<file path="config.mk">
export PLATFORM = sky130hd
export DESIGN_NAME = micro_udp_engine_arp_tx_mq
export DESIGN_NICKNAME = d
export VERILOG_FILES = /design/src/rtl/micro_udp_engine_arp_tx_mq.sv
export SDC_FILE = /design/constraint.sdc
export NUM_CORES = 1
export LEC_CHECK = 0
export ABC_AREA = 1
export BUFFER_PORTS_ARGS = -buffer_cell sky130_fd_sc_hd__buf_4
export CAP_MARGIN = 20
export CORE_UTILIZATION = 45
export CTS_CLUSTER_DIAMETER = 80
export DETAILED_ROUTE_END_ITERATION = 12
export MAX_ROUTING_LAYER = met4
export PLACE_DENSITY = 0.8
export SYNTH_ARGS = -nofsm -noshare
export SYNTH_HDL_FRONTEND = slang
export SYNTH_SLANG_ARGS = --single-unit
</file>
<file path="constraint.sdc">
create_clock -name clk -period 3.8 [get_ports clk]
set_input_delay 0.38 -clock clk [delete_from_list [all_inputs] [get_ports clk]]
set_output_delay 0.38 -clock clk [all_outputs]
set_load 0.005 [all_outputs]
</file>
<file path="src/rtl/micro_udp_engine_arp_tx_mq.sv">
// Queued ARP transmitter: buffers reply/request jobs in a small FIFO and
// serialises each 28-byte ARP payload onto an Avalon-ST stream of DATA_W bits.
//
// state  | meaning
// S_IDLE | no packet in flight; waits for a queued entry
// S_TX   | presenting beats of the packet register, beat_cnt selects the beat
module micro_udp_engine_arp_tx_mq #(
  parameter logic [47:0] CONFIG_MAC_ADDR = 48'h0,
  parameter logic [31:0] CONFIG_IP_ADDR  = 32'h0,
  parameter int          DATA_W          = 256,
  parameter int          FIFO_DEPTH      = 4,
  localparam int         EMPTY_W         = $clog2(DATA_W/8)
) (
  input  logic               clk,
  input  logic               reset_n,
  input  logic               arp_reply,
  input  logic [47:0]        arp_reply_tha,
  input  logic [31:0]        arp_reply_tpa,
  input  logic               arp_request,
  input  logic [31:0]        arp_request_tpa,
  output logic [DATA_W-1:0]  arp_tx_data,
  output logic [EMPTY_W-1:0] arp_tx_empty,
  output logic               arp_tx_startofpacket,
  output logic               arp_tx_endofpacket,
  input  logic               arp_tx_ready,
  output logic               arp_tx_valid,
  output logic               fifo_full,
  output logic [15:0]        drop_cnt
);

  localparam int NB     = (224 + DATA_W - 1) / DATA_W;
  localparam int BEAT_W = (NB > 1) ? $clog2(NB) : 1;
  localparam int PAD_W  = NB*DATA_W - 224;
  localparam int AW     = $clog2(FIFO_DEPTH);
  localparam int CW     = AW + 1;
  localparam int ENT_W  = 81;

  typedef enum logic {S_IDLE, S_TX} state_t;

  logic [ENT_W-1:0]   r_mem [FIFO_DEPTH];
  logic [AW-1:0]      r_wr_ptr, r_rd_ptr;
  logic [CW-1:0]      r_count;
  logic               r_pend;
  state_t             r_state, w_state_nxt;
  logic [BEAT_W-1:0]  r_beat_cnt, w_beat_nxt;
  logic [223:0]       r_pkt;
  logic [15:0]        r_drop_cnt;

  logic               w_pop, w_nempty, w_last;
  logic               w_wr_reply, w_wr_req;
  logic [CW-1:0]      w_space;
  logic [1:0]         w_ndrop;
  logic [16:0]        w_drop_sum;
  logic [ENT_W-1:0]   w_head;
  logic [NB*DATA_W-1:0] w_pkt_pad;

  assign w_nempty   = (r_count != '0);
  assign w_last     = (r_beat_cnt == BEAT_W'(NB-1));
  assign w_head     = r_mem[r_rd_ptr];
  assign w_pkt_pad  = {r_pkt, {PAD_W{1'b0}}};

  // A same-cycle pop frees a slot; the reply claims space before the request.
  always_comb begin
    w_space    = CW'(FIFO_DEPTH) - r_count + CW'(w_pop);
    w_wr_reply = arp_reply && (w_space != '0);
    w_wr_req   = arp_request && (w_space > CW'(w_wr_reply));
    w_ndrop    = 2'(arp_reply && !w_wr_reply) + 2'(arp_request && !w_wr_req);
    w_drop_sum = {1'b0, r_drop_cnt} + 17'(w_ndrop);
  end

  always_ff @(posedge clk) begin
    if (w_wr_reply)
      r_mem[r_wr_ptr] <= {1'b1, arp_reply_tha, arp_reply_tpa};
    if (w_wr_req)
      r_mem[r_wr_ptr + AW'(w_wr_reply)] <= {1'b0, 48'h0, arp_request_tpa};
  end

  always_ff @(posedge clk or negedge reset_n) begin
    if (!reset_n) begin
      r_wr_ptr   <= '0;
      r_rd_ptr   <= '0;
      r_count    <= '0;
      r_pend     <= 1'b0;
      r_drop_cnt <= '0;
    end else begin
      r_wr_ptr   <= r_wr_ptr + AW'(w_wr_reply) + AW'(w_wr_req);
      r_rd_ptr   <= r_rd_ptr + AW'(w_pop);
      r_count    <= r_count + CW'(w_wr_reply) + CW'(w_wr_req) - CW'(w_pop);
      r_pend     <= w_nempty;
      r_drop_cnt <= w_drop_sum[16] ? 16'hFFFF : w_drop_sum[15:0];
    end
  end

  always_ff @(posedge clk or negedge reset_n) begin
    if (!reset_n) begin
      r_state    <= S_IDLE;
      r_beat_cnt <= '0;
      r_pkt      <= '0;
    end else begin
      r_state    <= w_state_nxt;
      r_beat_cnt <= w_beat_nxt;
      if (w_pop)
        r_pkt <= {16'h0001, 16'h0800, 8'h06, 8'h04,
                  (w_head[80] ? 16'd2 : 16'd1),
                  CONFIG_MAC_ADDR, CONFIG_IP_ADDR, w_head[79:0]};
    end
  end

  // Idle pops only once the queue has been non-empty for a full cycle.
  always_comb begin
    w_state_nxt = r_state;
    w_beat_nxt  = r_beat_cnt;
    w_pop       = 1'b0;
    case (r_state)
      S_IDLE: begin
        if (r_pend && w_nempty) begin
          w_pop       = 1'b1;
          w_beat_nxt  = '0;
          w_state_nxt = S_TX;
        end
      end
      S_TX: begin
        if (arp_tx_ready) begin
          if (!w_last) begin
            w_beat_nxt = r_beat_cnt + BEAT_W'(1);
          end else if (w_nempty) begin
            w_pop      = 1'b1;
            w_beat_nxt = '0;
          end else begin
            w_beat_nxt  = '0;
            w_state_nxt = S_IDLE;
          end
        end
      end
      default: w_state_nxt = S_IDLE;
    endcase
  end

  always_comb begin
    arp_tx_valid         = (r_state == S_TX);
    arp_tx_startofpacket = arp_tx_valid && (r_beat_cnt == '0);
    arp_tx_endofpacket   = arp_tx_valid && w_last;
    arp_tx_empty         = arp_tx_endofpacket ? EMPTY_W'(4) : '0;
    arp_tx_data          = arp_tx_valid
                           ? w_pkt_pad[NB*DATA_W-1 - DATA_W*int'(r_beat_cnt) -: DATA_W]
                           : '0;
    fifo_full            = (r_count == CW'(FIFO_DEPTH));
    drop_cnt             = r_drop_cnt;
  end

endmodule
</file>
* Yosys cells after proc, flatten, opt, wreduce, memory -nomap -nowiden
Memories as Yosys holds them, arrays and structs flattened.
Index checks and enable logic that the tools add are counted.
** Operators by class
- Equal/unequal tests :: 3
- Multiplexer cells :: 20
- $add $sub $neg :: 12
- Reductions and logical operators :: 11
- Order comparisons :: 1
- Shift-type cells :: 1
- Bitwise operators :: 2
** Operators with widths (number)
- $shiftx 511x10->256 :: 1
- $mux 256 :: 1
- $add 16x2->17 :: 1
- $mux 16 :: 1
- $mux 1 :: 13
- $sub 8x9->10 const A :: 1
- $add 3x1->3 :: 3
- $add 2x1->2 :: 3
- $logic_and 1x1->1 :: 6
- $pmux 1 s2 :: 3
- $reduce_bool 3->1 :: 2
- $ne 2x2->1 const B :: 2
- $eq 3x3->1 const B :: 1
- $gt 3x1->1 :: 1
- $mux 3 :: 1
- $sub 3x1->3 :: 1
- $sub 3x3->3 const A :: 1
- $add 1x1->2 :: 1
- $logic_not 1->1 :: 2
- $mux 2 :: 1
- $not 1->1 :: 2
- $reduce_and 2->1 :: 1
- $add 1x1->1 const B :: 1
** Storage, ports and cells
- Register bits :: 123
- Logic and storage cells :: 59
- Bits of input ports :: 117
- RAM bits :: 324
- Memories kept :: 1
** Memory list
- r_mem :: words 4, bits a word 81, read ports 1, clocked after memory_dff 0, write ports 2, line 40 : logic [ENT_W-1:0] r_mem [FIFO_DEPTH];

* Logic depth before layout (Yosys ltp)
- Word-level depth :: 15
- Depth in mapped cells :: 27
- Gate-level depth less buffers :: 26

* Worst setup path after synthesis
No wires, ideal clock.
- Kind :: flip-flop to flip-flop
- Start point :: reg r_state, in the netlist arp_tx_valid
- End point :: mem r_mem[0][0] (enable)
- Required time :: 3.411 ns
- Setup time :: 0.389 ns
- Path slack :: -0.213 ns
- Arrival :: 3.624 ns
- Path buffers :: 2
- Clock period less this slack :: 4.013 ns
- Cell stages (with the launch flop) :: 19
- Cell sequence :: dfrtp_1 > nor2_1 > inv_2 > nand3_2 > nand2_2 > ha_1 > nor2_4 > nand3_4 > buf_2 > nand2_1 > inv_1 > ha_1 > or2_1 > nand2_1 > inv_1 > nor2_4 > nand3_2 > clkbuf_1 > nand2_1
** RTL lines
- start: declaration :: line 44 : state_t r_state, w_state_nxt;
- start signal: assignment :: line 100 : r_state <= w_state_nxt;
- end: declaration :: line 40

* Final worst setup path
- Start point :: reg r_state, in the netlist arp_tx_valid
- End point :: reg r_drop_cnt[10], in the netlist drop_cnt[10]
** On the way
- Longest elaborated chain between the ends :: 12
- Elaborated cells on any way between the ends :: 14
** Ends and longest elaborated chain
- $not 1->1
- $pmux 1 s2 * :: line 114 : case (r_state)
- $add 3x1->3 * :: line 64 : w_space = CW'(FIFO_DEPTH) - r_count + CW'(w_pop);
- $reduce_bool 3->1 :: line 65 : w_wr_reply = arp_reply && (w_space != '0);
- $logic_and 1x1->1 :: line 65
- $gt 3x1->1 :: line 66 : w_wr_req = arp_request && (w_space > CW'(w_wr_reply));
- $logic_and 1x1->1 :: line 66
- $logic_not 1->1 :: line 67 : w_ndrop = 2'(arp_reply && !w_wr_reply) + 2'(arp_request && !w_wr_req);
- $logic_and 1x1->1 :: line 67
- $add 1x1->2 * :: line 67
- $add 16x2->17 * :: line 68 : w_drop_sum = {1'b0, r_drop_cnt} + 17'(w_ndrop);
- $mux 16 * :: line 90 : r_drop_cnt <= w_drop_sum[16] ? 16'hFFFF : w_drop_sum[15:0];
- end signal: assignment :: line 90
- end: declaration :: line 47 : logic [15:0] r_drop_cnt;
Mark *: on every way between the ends. The rest lies on a longest branch, timed or not.
A chain may end at the register's enable or synchronous reset.

==> results.yml <==
run_status:
  status: "finished clean"
power_and_ir_drop:
  seqPwrFrac: 0.328
  leakagePower_nw: 14.2
  combPwrFrac: 0.498
  powerDensity_nw_per_um2: 965
  p_clk_frac: 0.173
  internal-power_mw: 14.4
  p_switching_mw: 11.5
  peakVddDrop_mv: 1.01
  p_sw_frac: 0.444
floorplan:
  io_pins: 398
  die-area_um2: 53900
  die_h_um: 232
  start_util: 0.460
  die_w_um: 232
  coreArea_um2: 51800
  num_rows: 83
global_routing:
  antenna_found_initial: 5
  grt_use_total: 0.260
  overflow: 0
  grt_pass1_wl_mm: 108
  grt_max_degree: 197
  grt_pass1_vias: 19700
synth:
  async_flop_share: 0.250
  syn_inst: 3328
  ys_warn_count: 0
  synthSimpleGateAreaFrac: 0.258
  syn_avg_cell_area_um2: 7.16
  netlist_top_cells_count: "641 x nand2_1, 554 x inv_1, 421 x nor2_1"
  synth-xor-area-share: 0.00257
  synth.most_common_cell: "nand2_1"
  syn-cell-area_um2: 23800
  synth_area_leader_cell: "dfxtp_1"
  synth_compound_area_frac: 0.106
  synth_top_family_by_area: "simple AND/OR/NAND/NOR gates"
  synth_top_area_frac: 0.165
  synth_edf_count: 128
  synth_cell_types: 37
  synth_mux_area_frac: 0
  synthTopCellsByArea: "dfxtp_1 16%, edfxtp_1 16%, dfrtp_1 11%"
  ys_seq_area_frac: 0.439
  synth_fa_ha_area_frac: 0.00514
  ys_ff_latch: 432
  synth_flop_cell: "dfxtp_1"
clocking:
  clk-insertion-delay-late_ns: 0.60
  numCtsBuffers: 46
  clock_sinks: 432
  cts.path.max_buffers: 3
  h-tree-depth: 2
  path_clk_slew_ns: 0.06
  root_buffer: "clkbuf_16"
  cts_tree: "done"
setup_path:
  endpoint_kind: "register"
  crit_buf_inv: 4
  slowest_delay_ns: 0.50
  cp.depth: 24
  reg2reg_slack_ns: 0.27
  r2r_start: "arp_tx_valid"
  worstSetupPathType: "register to register"
  r2r_end: "drop_cnt[10]"
  arrival_ns: 4.03
  slowest_stage: "dfrtp_4"
  cp_top_family: "simple AND/OR/NAND/NOR gates"
  crit_path_end: "drop_cnt[10]"
  path_cells: "nor2_4 -> inv_2 -> nand3_2 -> nand2_2 -> ha_1 -> nand2_1 -> nand2_1 -> nor2_4 -> nand3_4 -> nand2_2 -> inv_1 -> ha_1 -> o21ai_2 -> inv_1 -> nand2_1 -> fa_2 -> inv_2 -> ha_4 -> nand3_2 -> nor3_2 -> nand2_2 -> nor2_4 -> nand3_4 -> nand3_2"
  reg2reg_depth: 24
  critPathLaunchType: "register"
  crit_start: "arp_tx_valid"
  crit_fanout: 8
  worst_ep_required_time_ns: 4.30
worst_hold_path:
  hp-start: "arp_tx_ready"
  hp-class: "input port to register"
  holdPathStages: 4
placed_design:
  pre_cts_ws_ns: 0.0389
  io_buffer_count: 224
  hpwl_mm: 38.2
  gp_congestion: 0.829
routing:
  viasPerCell: 5.18
  dr_total_vias: 21400
  drc: 0
  ant_nets: 0
  first_iter_violations: 2139
  dr.pass1.iters: 6
  wire_per_inst_um: 16.8
  drt-total-wl_mm: 69.6
timing:
  relSlewSlack: 0.329
  holdWs_ns: 0.0884
  hold_violations: 0
  setup_viol: 0
  tns_ns: 0
  period_share: 0.928
  fmax_mhz: 284
  setup_ws_ns: 0.273
  drv_slew: 0
  skew_ns: 0.0229
  worst_pin_slew_ns: 1.01
  fin_crit_ns: 3.53
final_layout:
  drive_above_1_share: 0.116
  fin_util: 0.519
  nets: 3542
  syn_to_final_growth_pct: 12.9
job:
  maxCapViolCount: 0
layer usage:
layer,routed length [um],global-route usage,up-vias
met5,0,-,-
met1,28600,0.325,9813
met3,5750,0.0421,184
li1,-,-,10400
met2,32800,0.412,1068
met4,2490,0.121,0
registers in the layout (all words and copies together) (netlist names):
register,cells
r_rd_ptr,2
drop_cnt,16
r_wr_ptr,2
r_mem,324
r_count,3
r_pkt,83
arp_tx_valid,1
r_pend,1
power by group through the flow:
| stage | clock [mW] | combinational [mW] | sequential, mW |
|---|---|---|---|
| finish | 4.50 | 12.9 | 8.52 |
| detailed placement | 0 | 12.7 | 8.57 |
| floorplan | 0 | 8.94 | 8.23 |
| global placement | 0 | 12.4 | 8.49 |
| global route | 4.70 | 14.5 | 8.75 |
| CTS | 4.54 | 12.7 | 8.49 |
cell usage in the layout, fill, tap and decap left out, drive strengths merged, types with 4 or more instances in the layout:
cell    instances
a31oi          81
edfxtp        128
clkinv         11
dfrtp         108
nand2         643
xor2            4
inv           559
buf           281
a21boi          4
ha              5
nand4         196
nand3         157
a21oi          98
clkbuf         69
nor2          424
dfxtp         196
conb          173
diode           5
nor3            5
o21ai         296
kinds of logic after synthesis:
logic type / Yosys count
and+or+nand+nor: 1429
buffers and inverters: 971
AOI/OAI and AO/OA: 480
DFF: 432
adders and majority gates: 8
xor gates and xnor gates: 7
other: 1
worst min path at each step:
stage                     slack [ns]            to
after floorplan                 0.08  arp_tx_valid
after global placement          0.44  r_mem[3][80]
after detailed placement        0.45  r_mem[3][80]
after CTS                       0.06  arp_tx_valid
after global routing            0.08  arp_tx_valid
final                           0.09  arp_tx_valid
tightest hold or removal path, delay by kind of cell:
kind / cells / cell delay, ns
AND/OR/NAND/NOR: 2 / 0.14
buffers and inverters: 2 / 0.12
layout make-up:
type | count | area, um^2
tap | 680 | 851
timing repair buffer | 282 | 2260
antenna | 5 | 12.5
clock inverter | 15 | 146
clock buffer | 69 | 1330
multi-input combinational | 2098 | 9730
inverter | 557 | 2100
sequential | 432 | 10500
fill | 4919 | 24900
per-stage QoR:
step	cells	power [mW]	instance area (um^2)
after floorplan	3500	17.2	24500
after global placement	4041	20.9	25200
after detailed placement	4041	21.2	25200
after CTS	4126	25.8	26700
after global routing	4138	27.9	26900
final	4138	26.0	26900
repair_timing:
action,in CTS,in global routing
resized for setup,1,24
hold buffers,1,0
cloned,0,1
setup buffers,0,5
hold endpoints to repair,57,0
endpoints found under the setup margin,1,16
pin swaps,0,8
Note: power is estimated with default switching activity, not from simulation.
